`config.mk`:
```
export PLATFORM = sky130hd
export DESIGN_NAME = phase_request_scheduler
export DESIGN_NICKNAME = d
export VERILOG_FILES = /design/src/rtl/phase_request_scheduler.sv
export SDC_FILE = /design/constraint.sdc
export NUM_CORES = 1
export LEC_CHECK = 0
export ABC_CLOCK_PERIOD_IN_PS = 7400
export CORE_UTILIZATION = 46
export DETAILED_ROUTE_END_ITERATION = 8
export GPL_TIMING_DRIVEN = 0
export SLEW_MARGIN = 25
export SYNTH_ARGS = -nofsm -noshare
export SYNTH_HDL_FRONTEND = slang
export SYNTH_SLANG_ARGS = --single-unit
```
`constraint.sdc`:
```
create_clock -name clk -period 7.4 [get_ports clk]
set_input_delay 1.48 -clock clk [delete_from_list [all_inputs] [get_ports clk]]
set_output_delay 1.48 -clock clk [all_outputs]
set_load 0.005 [all_outputs]
```
`src/rtl/phase_request_scheduler.sv`:
```
// Front-end scheduler for the intersection controller: debounces four raw request
// inputs, latches them as pending requests and offers one phase at a time.
module phase_request_scheduler #(
    parameter int DEBOUNCE_CYCLES = 4,
    parameter int MAX_WAIT_CYCLES = 1000,
    parameter int CNT_W           = 16
) (
    input  logic       clk,
    input  logic       rst,
    input  logic       ns_sensor,
    input  logic       ew_sensor,
    input  logic       pd_button_ns,
    input  logic       pd_button_ew,
    input  logic       phase_ready,
    input  logic       phase_done,
    output logic       phase_valid,
    output logic [1:0] phase_sel,
    output logic [3:0] pending,
    output logic       starve_flag,
    output logic [1:0] state_dbg
);
    // Handshake: phase_valid/phase_sel stay stable until an edge sees phase_valid &&
    // phase_ready; phase_valid drops the next cycle and the phase is held until phase_done.

    localparam logic [1:0] ST_IDLE  = 2'd0;
    localparam logic [1:0] ST_OFFER = 2'd1;
    localparam logic [1:0] ST_BUSY  = 2'd2;

    localparam logic [CNT_W-1:0] DEB_MAX  = CNT_W'(DEBOUNCE_CYCLES);
    localparam logic [CNT_W-1:0] WAIT_MAX = CNT_W'(MAX_WAIT_CYCLES);
    localparam logic [CNT_W-1:0] CNT_ONE  = CNT_W'(1);

    logic [3:0]       raw_in;
    logic [3:0]       sync1_q, sync1_d, sync2_q, sync2_d;
    logic [CNT_W-1:0] deb_q  [4];
    logic [CNT_W-1:0] deb_d  [4];
    logic [3:0]       evt_q, evt_d;
    logic [3:0]       pend_q, pend_d, rearm_q, rearm_d;
    logic [CNT_W-1:0] wait_q [4];
    logic [CNT_W-1:0] wait_d [4];
    logic             starve_q, starve_d;
    logic [1:0]       state_q, state_d;
    logic [1:0]       sel_q, sel_d;
    logic [1:0]       ptr_q, ptr_d;
    logic             valid_q, valid_d;
    logic [3:0]       starved;
    logic [1:0]       pick, scan_idx;
    logic             found, done_fire, hold_age;

    assign raw_in = {pd_button_ew, pd_button_ns, ew_sensor, ns_sensor};

    // The event is registered so it lands on the cycle the counter first reads full.
    always_comb begin
        sync1_d = raw_in;
        sync2_d = sync1_q;
        for (int i = 0; i < 4; i++) begin
            if (!sync2_q[i]) begin
                deb_d[i] = '0;
            end else if (deb_q[i] == DEB_MAX) begin
                deb_d[i] = deb_q[i];
            end else begin
                deb_d[i] = deb_q[i] + CNT_ONE;
            end
            evt_d[i] = (deb_d[i] == DEB_MAX) && (deb_q[i] != DEB_MAX);
        end
    end

    always_comb begin
        starved  = '0;
        pick     = ptr_q;
        found    = 1'b0;
        scan_idx = ptr_q;
        for (int i = 0; i < 4; i++) begin
            starved[i] = pend_q[i] && (wait_q[i] == WAIT_MAX);
        end
        if (|starved) begin
            for (int i = 3; i >= 0; i--) begin
                if (starved[i]) pick = 2'(i);
            end
        end else begin
            for (int i = 0; i < 4; i++) begin
                scan_idx = ptr_q + 2'(i);
                if (!found && pend_q[scan_idx]) begin
                    pick  = scan_idx;
                    found = 1'b1;
                end
            end
        end
    end

    always_comb begin
        state_d   = state_q;
        valid_d   = valid_q;
        sel_d     = sel_q;
        ptr_d     = ptr_q;
        done_fire = (state_q == ST_BUSY) && phase_done;
        case (state_q)
            ST_IDLE: begin
                if (|pend_q) begin
                    sel_d   = pick;
                    valid_d = 1'b1;
                    state_d = ST_OFFER;
                end
            end
            ST_OFFER: begin
                if (phase_ready) begin
                    valid_d = 1'b0;
                    ptr_d   = sel_q + 2'd1;
                    state_d = ST_BUSY;
                end
            end
            ST_BUSY: begin
                if (phase_done) state_d = ST_IDLE;
            end
            default: begin
                valid_d = 1'b0;
                state_d = ST_IDLE;
            end
        endcase
    end

    // Set beats clear; a re-press of the granted phase is parked in rearm until done.
    always_comb begin
        pend_d   = pend_q;
        rearm_d  = rearm_q;
        hold_age = 1'b0;
        for (int i = 0; i < 4; i++) begin
            if (done_fire && (sel_q == 2'(i))) begin
                pend_d[i]  = rearm_q[i];
                rearm_d[i] = 1'b0;
            end
            if (evt_q[i]) begin
                pend_d[i] = 1'b1;
                if ((state_q == ST_BUSY) && (sel_q == 2'(i)) && !done_fire) rearm_d[i] = 1'b1;
            end
            hold_age = (state_q == ST_BUSY) && (sel_q == 2'(i));
            if (!pend_d[i]) begin
                wait_d[i] = '0;
            end else if (pend_q[i] && !hold_age && (wait_q[i] != WAIT_MAX)) begin
                wait_d[i] = wait_q[i] + CNT_ONE;
            end else begin
                wait_d[i] = wait_q[i];
            end
        end
        starve_d = 1'b0;
        for (int i = 0; i < 4; i++) begin
            if (wait_d[i] == WAIT_MAX) starve_d = 1'b1;
        end
    end

    always_ff @(posedge clk) begin
        if (!rst) begin
            sync1_q  <= '0;
            sync2_q  <= '0;
            evt_q    <= '0;
            pend_q   <= '0;
            rearm_q  <= '0;
            starve_q <= 1'b0;
            state_q  <= ST_IDLE;
            sel_q    <= '0;
            ptr_q    <= '0;
            valid_q  <= 1'b0;
            for (int i = 0; i < 4; i++) begin
                deb_q[i]  <= '0;
                wait_q[i] <= '0;
            end
        end else begin
            sync1_q  <= sync1_d;
            sync2_q  <= sync2_d;
            evt_q    <= evt_d;
            pend_q   <= pend_d;
            rearm_q  <= rearm_d;
            starve_q <= starve_d;
            state_q  <= state_d;
            sel_q    <= sel_d;
            ptr_q    <= ptr_d;
            valid_q  <= valid_d;
            for (int i = 0; i < 4; i++) begin
                deb_q[i]  <= deb_d[i];
                wait_q[i] <= wait_d[i];
            end
        end
    end

    assign phase_valid = valid_q;
    assign phase_sel   = sel_q;
    assign pending     = pend_q;
    assign starve_flag = starve_q;
    assign state_dbg   = state_q;

endmodule
```
---- Word level (Yosys, flattened, before mapping) ----
Memories as Yosys holds them, arrays and structs flattened.
Index checks and enable logic that the tools add are counted.
word-level totals
  bits in writable memories ............... 128
  logic and storage cells ................. 196
  input bits .............................. 8
  memories ................................ 2
  register bits after elaboration ......... 28
  output and inout bits ................... 10
cells by class
  bitwise operators ....................... 9
  $add $sub $neg .......................... 12
  equal/unequal tests ..................... 32
  reduce and logical (&&, ||, !) cells .... 48
  muxes and demuxes ....................... 79
  magnitude comparators ................... 4
memory list
  name    words  width  read ports  clocked after memory_dff  wr ports  line  text
  deb_q   4      16     4           0                         4         35    logic [CNT_W-1:0] deb_q [4];
  wait_q  4      16     4           0                         4         39    logic [CNT_W-1:0] wait_q [4];
operators by type and width
  operator                                                     count
  two-way mux 16 bit                                           24
  adder 16 x 1 -> 16 bit (second input constant)               8
  equality test 16 x 10 -> 1 bit (second input constant)       8
  equality test 16 x 3 -> 1 bit (second input constant)        8
  inequality test 16 x 10 -> 1 bit (second input constant)     4
  inequality test 16 x 3 -> 1 bit (second input constant)      4
  two-way mux 1 bit                                            38
  logical AND 1 bit                                            32
  two-way mux 2 bit                                            11
  less-than comparator 2 x 3 -> 1 bit (second input constant)  4
  binary-select mux 1 bit (select 2 bit)                       4
  zero test 1 bit                                              8
  bitwise OR 1 bit                                             8
  OR reduction 4 bit                                           2
  equality test 2 bit (second input constant)                  3
  inequality test 2 bit (second input constant)                3
  case mux 2 bit (3 select lines)                              1
  AND reduction 3 bit                                          2
  adder 2 x 1 -> 2 bit (second input constant)                 2
  adder 2 bit (second input constant)                          2
  equality test 2 x 1 -> 1 bit (second input constant)         2
  zero test 2 bit                                              2
  AND reduction 2 bit                                          2
  case mux 1 bit (3 select lines)                              1
  NOT 1 bit                                                    1

---- Longest topological paths before layout ----
Gate-level depths: netlist of the first run.
  word-level depth ........................ 16
  gate-level depth with buffers ........... 11
  mapped depth without buffers ............ 10

---- Worst setup path before layout of the first run ----
Ideal clock, no wire load.
  kind .................................... input -> register
  start ................................... input port phase_done
  end ..................................... register starve_q (netlist: starve_flag)
  buffers on the path ..................... 0
  arrival ................................. 2.788 ns
  setup slack ............................. 4.539 ns
  stages .................................. 8
  setup time .............................. 0.073 ns
  data required time ...................... 7.327 ns
  cell sequence ........................... inv_1 nor2_1 a211o_1 o211ai_1 or4_1 a2111oi_2 o21ai_1 o211ai_2
between the ends
  cells in the longest elaborated chain, start to end .. 10
  elaborated cells between the ends (all ways) .. 25
  classes of those cells .................. 4 x eq/ne; 16 x mux; 5 x reduce/logical
RTL lines
  what                             line  text
  start: declaration               15    input logic phase_done,
  logical AND 1 bit *              96    done_fire = (state_q == ST_BUSY) && phase_done;
  logical AND 1 bit                128   if (done_fire && (sel_q == 2'(i))) begin
  two-way mux 1 bit                128
  two-way mux 1 bit                132   if (evt_q[i]) begin
  two-way mux 16 bit               137   if (!pend_d[i]) begin
  equality test 16 x 10 -> 1 bit   147   if (wait_d[i] == WAIT_MAX) starve_d = 1'b1;
  two-way mux 1 bit (3 in series)  147
  two-way mux 1 bit *              147
  end signal: assignment           173   starve_q <= starve_d;
  end: declaration                 41    logic starve_q, starve_d;
Mark *: on every way between the ends. The rest lies on a longest branch, timed or not.
A chain may end at the register's enable or synchronous reset.

==> results of run 1 <==
## report_power, final
part	internal [mW]	leakage [nW]	switching [mW]
clock	0.554	0.290	0.330
combinational	0.00725	1.64	0.0103
sequential	0.843	1.26	0.00174
## per-stage QoR
stage / std cells / hold slack, ps / area, sq um
global route: 1289 / 442 / 9280
detailed placement: 1258 / 419 / 8690
CTS: 1289 / 434 / 9280
global placement: 1258 / 414 / 8690
floorplan: 1016 / 412 / 8240
finish: 1289 / 432 / 9280
## area by class of cell
class                   count  area share [%]
multi-input cells         774            51.5
well taps                 225            3.03
repair buffers             17            1.83
plain buffers              45            1.95
clock inverters             7            1.21
clock buffers              24            5.19
flip-flops and latches    156            33.6
inverters                  41            1.66
## layer usage
layer	vias up	routed length, microns
li1	3588	-
met5	-	0
met4	0	209
met2	71	7510
met3	16	467
met1	3171	8880
## layout by cell type, fill, tap and decap left out, drive strengths merged, types with 10 or more instances in the layout
| master | synthesis | layout |
|---|---|---|
| nand4 | 30 | 30 |
| inv | 41 | 41 |
| or3 | 22 | 22 |
| and3 | 39 | 39 |
| and2 | 14 | 14 |
| nand2 | 79 | 79 |
| ha | 20 | 20 |
| a31oi | 14 | 14 |
| nor4 | 15 | 15 |
| xnor2 | 63 | 63 |
| nand3 | 46 | 46 |
| clkbuf | 42 | 66 |
| o21ai | 22 | 22 |
| nor3 | 41 | 41 |
| dfxtp | 156 | 156 |
| nor2b | 10 | 10 |
| xor2 | 65 | 65 |
| a21oi | 33 | 33 |
| clkdlybuf4s50 | 0 | 17 |
| nor2 | 162 | 162 |
## cells by family after synthesis
logic type | synth area share [%]
adders and majority gates | 3.04
muxes | 1.25
AOI/OAI and AO/OA | 8.14
xor gates and xnor gates | 13.6
buffers and inverters | 4.07
DFF | 37.9
and+or+nand+nor | 32.0
## cell usage after synthesis, drive strengths merged (2+ instances only)
library cell  number
a211oi             7
and3              39
a21oi             33
nand4b             9
nand2b             3
nor2             162
nor4b              9
nand4             30
mux2i              8
a2111oi            3
o21ai             22
inv               41
a22oi              2
nor4bb             3
o22ai              4
nand2             79
nand3b             8
or4b               2
nor3              41
mux2               2
or4                5
and3b              2
o211ai             4
and2              14
or3               22
o311a              2
buf                3
xnor2             63
nor3b              3
a31oi             14
nor2b             10
a211o              4
xor2              65
nand3             46
nor4              15
and4               6
ha                20
clkbuf            42
dfxtp            156
## worst min path at each step
| stage | startpoint | to | slack, ps | depth (start not counted) |
|---|---|---|---|---|
| 4_1_cts | sync1_q[2] | sync2_q[2] | 430 | 1 |
| 5_1_grt | sync1_q[1] | sync2_q[1] | 440 | 1 |
| 3_5_place_dp | sync1_q[2] | sync2_q[2] | 420 | 1 |
| 6_report | sync1_q[1] | sync2_q[1] | 430 | 1 |
| 3_3_place_gp | sync1_q[1] | sync2_q[1] | 410 | 1 |
| 2_1_floorplan | sync1_q[0] | sync2_q[0] | 410 | 1 |
## registers in the layout, indices dropped and copies added (netlist names)
signal	count
pending	4
sync2_q	4
starve_flag	1
state_dbg	2
ptr_q	2
phase_sel	2
deb_q	64
rearm_q	4
evt_q	4
phase_valid	1
wait_q	64
sync1_q	4
==> impl_metrics.json, run 1 <==
{
  "fill_cells": 1722,
  "worst_pin_slew_ps": 812,
  "dp_hpwl_microns": 12200,
  "drc": 0,
  "antenna_found_initial": 0,
  "first_pass_iters": 5,
  "grtUsageMet3_pct": 3.93,
  "syn-num-nets": 1044,
  "io_buffers": 17,
  "power_mw": 1.75,
  "setup_tns_ps": 0,
  "met1_usage_pct": 27.2,
  "cts_sinks": 156,
  "postRouteAntennaNets": 0,
  "num-nets-final": 1080,
  "grt_pass1_wl_microns": 29500,
  "cts_made_buffers": 17,
  "status": "complete, no violations",
  "vdd_drop_max_mv": 0.158,
  "overflow": 0,
  "synth_flop_cell": "dfxtp_1",
  "synth.largest_area_cell": "dfxtp_1",
  "cp.depth": 5,
  "slew_headroom_pct": 45.4,
  "drive_gt1_share_pct": 3.85,
  "ctsResizeCount": 0,
  "r2r_start": "phase_sel[1]",
  "clk_latency_ps": 430,
  "period_needed_ps": 3380,
  "startpoint": "rst",
  "cp_cell_sequence": "clkdlybuf4s50_1, nand2_1, or3_1, or4_4, nor4_2",
  "crit_end": "evt_q[1]",
  "drt-initial-drc-count": 290,
  "syn_to_final_growth_pct": 12.7,
  "dieArea_sq_um": 18400,
  "fp-row-count": 48,
  "cts_tree": "done",
  "cp_max_fo": 7,
  "finish.utilization_pct": 53.3,
  "cp-end-kind": "flop",
  "post-route-period-util_pct": 45.7,
  "ys_ff_latch": 156,
  "yosysUniqueCellTypes": 63,
  "dpl_worst_slack_ps": 3550,
  "netlist.area_leader.share_pct": 37.9,
  "start_kind": "primary input",
  "critPathMaxStageDelay_ps": 700,
  "rsz0062_at_grt": "false",
  "vias": 6846,
  "grt_use_met2_pct": 31.1,
  "clk_pin_slew_ps": 60,
  "h-tree-depth": 4,
  "hold_path_class": "flop to flop",
  "grt_pass1_vias": 6292,
  "multi_input_area_sq_um": 4780,
  "grt_max_degree": 17,
  "antenna_cells": 0,
  "ctsRootBufferMaster": "clkbuf_16",
  "cp.arrival_ps": 3710,
  "slowest_stage": "clkdlybuf4s50_1",
  "cts_buffer_depth": 2,
  "cp_top_family": "simple AND/OR/NAND/NOR gates",
  "die_w_microns": 136,
  "cp.required_ps": 7720,
  "core_sq_um": 17400,
  "powerDensity_nw_per_um2": 188,
  "vias_per_cell": 5.31,
  "synth.area.top_cells": "dfxtp_1 (38%), nor2_1 (7.4%), xor2_1 (6.9%), xnor2_1 (6.7%), nand2_1 (3.6%)",
  "rrSetupSlack_ps": 4350,
  "finalMaxSlewViolations": 0,
  "io_pins": 18,
  "rr_endpoint": "starve_flag",
  "synth_warnings": 0,
  "synth.avg_cell_area_sq_um": 8.11,
  "synth_area_sq_um": 8240,
  "rr_worst_depth": 11,
  "hold_viol_final": 0,
  "synth-edff-count": 0,
  "place_congestion": 0.825,
  "fmax_mhz": 296,
  "syn_inst": 1016,
  "drt-wirelength-per-cell_microns": 13.2,
  "cts_setup_buffers": 0,
  "initial_core_util_pct": 47.3,
  "power.leakage_nw": 3.19,
  "ys_async_sr_fraction_pct": 0,
  "worstSetupPathType": "primary input to flop",
  "fin_ws_ps": 4020,
  "regArea_sq_um": 3120,
  "maxCapViolations": 0,
  "path_buf_inv": 1,
  "fin_skew_ps": 7.07,
  "grt.busiest_layer": "met2",
  "setup_viol": 0,
  "ys_seq_area_share_pct": 37.9,
  "fp.dieH_microns": 136,
  "grt_usage_pct": 19.9,
  "hold_buffers": 0,
  "wirelength_microns": 17100
}
Power figures use the tool's default switching activity.
==> inputs of run 2 (changes only) <==
--- a/config.mk
+++ b/config.mk
@@ -5,7 +5,7 @@
 export SDC_FILE = /design/constraint.sdc
 export NUM_CORES = 1
 export LEC_CHECK = 0
-export ABC_CLOCK_PERIOD_IN_PS = 7400
+export ABC_CLOCK_PERIOD_IN_PS = 2800
 export CORE_UTILIZATION = 46
 export DETAILED_ROUTE_END_ITERATION = 8
 export GPL_TIMING_DRIVEN = 0
==> constraint.sdc (replaced) <==
create_clock -name clk -period 2.8 [get_ports clk]
set_input_delay 0.56 -clock clk [delete_from_list [all_inputs] [get_ports clk]]
set_output_delay 0.56 -clock clk [all_outputs]
set_load 0.005 [all_outputs]
==> impl_metrics.json, run 2 (synthesis results as in run 1) <==
{
  "status": "complete, no violations",
  "fmax_mhz": 378,
  "cp.arrival_ps": 2980,
  "hold_viol_final": 0,
  "grt_pass1_vias": 6333,
  "drt-initial-drc-count": 287,
  "cp_top_family": "simple AND/OR/NAND/NOR gates",
  "place_congestion": 0.825,
  "rr_worst_depth": 10,
  "hold_buffers": 0,
  "period_needed_ps": 2640,
  "top_regs": "deb_q x64, wait_q x64",
  "vias_per_cell": 5.31,
  "rr_endpoint": "evt_q[1]",
  "clk_pin_slew_ps": 60,
  "antenna_found_initial": 0,
  "io_pins": 18,
  "overflow": 0,
  "r2r_start": "deb_q[1][0]",
  "dp_hpwl_microns": 12200,
  "core_sq_um": 17400,
  "hold_end": "sync2_q[1]",
  "swShare_pct": 19.7,
  "maxCapViolations": 0,
  "power.leakage_nw": 3.21,
  "ctsRootBufferMaster": "clkbuf_16",
  "syn_to_final_growth_pct": 14.3,
  "multi_input_area_sq_um": 4890,
  "fp.dieH_microns": 136,
  "drive_gt1_share_pct": 6.31,
  "worstSetupPathType": "flop to flop",
  "initial_core_util_pct": 47.3,
  "worst_pin_slew_ps": 725,
  "grt_usage_pct": 20.0,
  "hold_path.startpoint": "sync1_q[1]",
  "h-tree-depth": 4,
  "drt-wirelength-per-cell_microns": 13.4,
  "rsz0062_at_grt": "true",
  "post-route-period-util_pct": 94.4,
  "fp-row-count": 48,
  "die_w_microns": 136,
  "setup_tns_ps": 0,
  "dieArea_sq_um": 18400,
  "first_pass_iters": 5,
  "finalMaxSlewViolations": 0,
  "wirelength_microns": 17300,
  "fin_skew_ps": 7.21,
  "finish.utilization_pct": 54.0,
  "drc": 0,
  "path_buf_inv": 2,
  "hold_path_class": "flop to flop",
  "clockPowerShare_pct": 50.7,
  "vdd_drop_max_mv": 0.420,
  "critPathMaxStageDelay_ps": 540,
  "combPwrFrac_pct": 1.0,
  "vias": 6833,
  "io_buffers": 17,
  "slowest_stage": "or4_4",
  "antenna_cells": 0,
  "clk_latency_ps": 430,
  "cts_buffer_depth": 2,
  "cp-end-kind": "flop",
  "cts_sinks": 156,
  "cp_max_fo": 6,
  "p_switching_mw": 0.908,
  "cts_made_buffers": 17,
  "cp.required_ps": 3130,
  "cp_cell_sequence": "inv_1, ha_1, nand2_1, nand4b_1, or3_1, buf_4, and3_4, or3_4, or4_4, nor4_4",
  "regArea_sq_um": 3130,
  "fill_cells": 1709,
  "start_kind": "flop",
  "num-nets-final": 1078,
  "postRouteAntennaNets": 0,
  "whs_path_depth": 1,
  "rrSetupSlack_ps": 160,
  "grt_pass1_wl_microns": 29600,
  "powerDensity_nw_per_um2": 491,
  "cts_tree": "done",
  "final_common_cell": "nor2_1",
  "setup_viol": 0,
  "slew_headroom_pct": 51.3,
  "internal_power_mw": 3.71,
  "p_seq_share_pct": 48.3,
  "final_cell_mix": "nor2_1 (162), dfxtp_1 (152), nand2_1 (79)",
  "grt_max_degree": 17
}
[run 2: changes by cell type in the layout (fill, tap and decap cells not counted), sizes merged]
cell    change
clkbuf      -5
buf         +3
[run 2: timing repair]
item / 4_1_cts / 5_1_grt
resized for setup: 9 / 21
buffers inserted: 2 / 1
pin swaps: 2 / 1
setup endpoints to repair: 2 / 9
[run 2: through the flow]
stage / cells / area [sq um] / hold slack, ps / worst slack (ps) / total power [mW]
2_1_floorplan: 1016 / 8240 / 412 / 121 / 2.30
3_3_place_gp: 1258 / 8690 / 414 / -267 / 2.33
3_5_place_dp: 1258 / 8690 / 419 / -263 / 2.33
4_1_cts: 1288 / 9330 / 434 / 3.06 / 4.69
5_1_grt: 1287 / 9410 / 442 / -2.48 / 4.77
6_report: 1287 / 9410 / 432 / 156 / 4.62
[run 2: final cells by class]
cell class | count | share of cell area, %
Inverter | 41 | 1.64
Multi-Input combinational cell | 774 | 52.0
Tap cell | 225 | 2.99
Clock buffer | 24 | 5.12
Sequential cell | 156 | 33.2
Clock inverter | 7 | 1.20
Buffer | 40 | 1.77
Timing Repair Buffer | 20 | 2.05
[run 2: power by group through the flow]
stage / Combinational, mW / Sequential (mW) / Clock [mW]
after floorplan: 0.0243 / 2.28 / 0
after global placement: 0.0474 / 2.28 / 0
after detailed placement: 0.0472 / 2.28 / 0
after CTS: 0.0477 / 2.23 / 2.41
after global routing: 0.0529 / 2.23 / 2.48
final: 0.0470 / 2.23 / 2.34
[run 2: worst max-delay path by stage]
stage	cells past startpoint	startpoint	to
after floorplan	11	phase_sel[1]	starve_flag
after global placement	11	phase_sel[1]	starve_flag
after detailed placement	11	phase_sel[1]	starve_flag
after CTS	8	deb_q[1][13]	evt_q[1]
after global routing	10	deb_q[1][0]	evt_q[1]
final	10	deb_q[1][0]	evt_q[1]
[run 2: metal layers]
metal	track usage (%)	wire length, microns	vias to the layer above
met2	31.4	7720	67
met3	3.93	436	14
li1	-	-	3589
met4	6.93	209	0
met1	27.2	8900	3163
met5	0	0	-
[run 2: worst reg2reg max path, stage by stage, from the launching register on]
cell	delay, ps
dfxtp_2	350
inv_1	60
ha_1	140
nand2_1	50
nand4b_1	200
or3_1	320
buf_4	160
and3_4	200
or3_4	390
or4_4	540
nor4_4	150
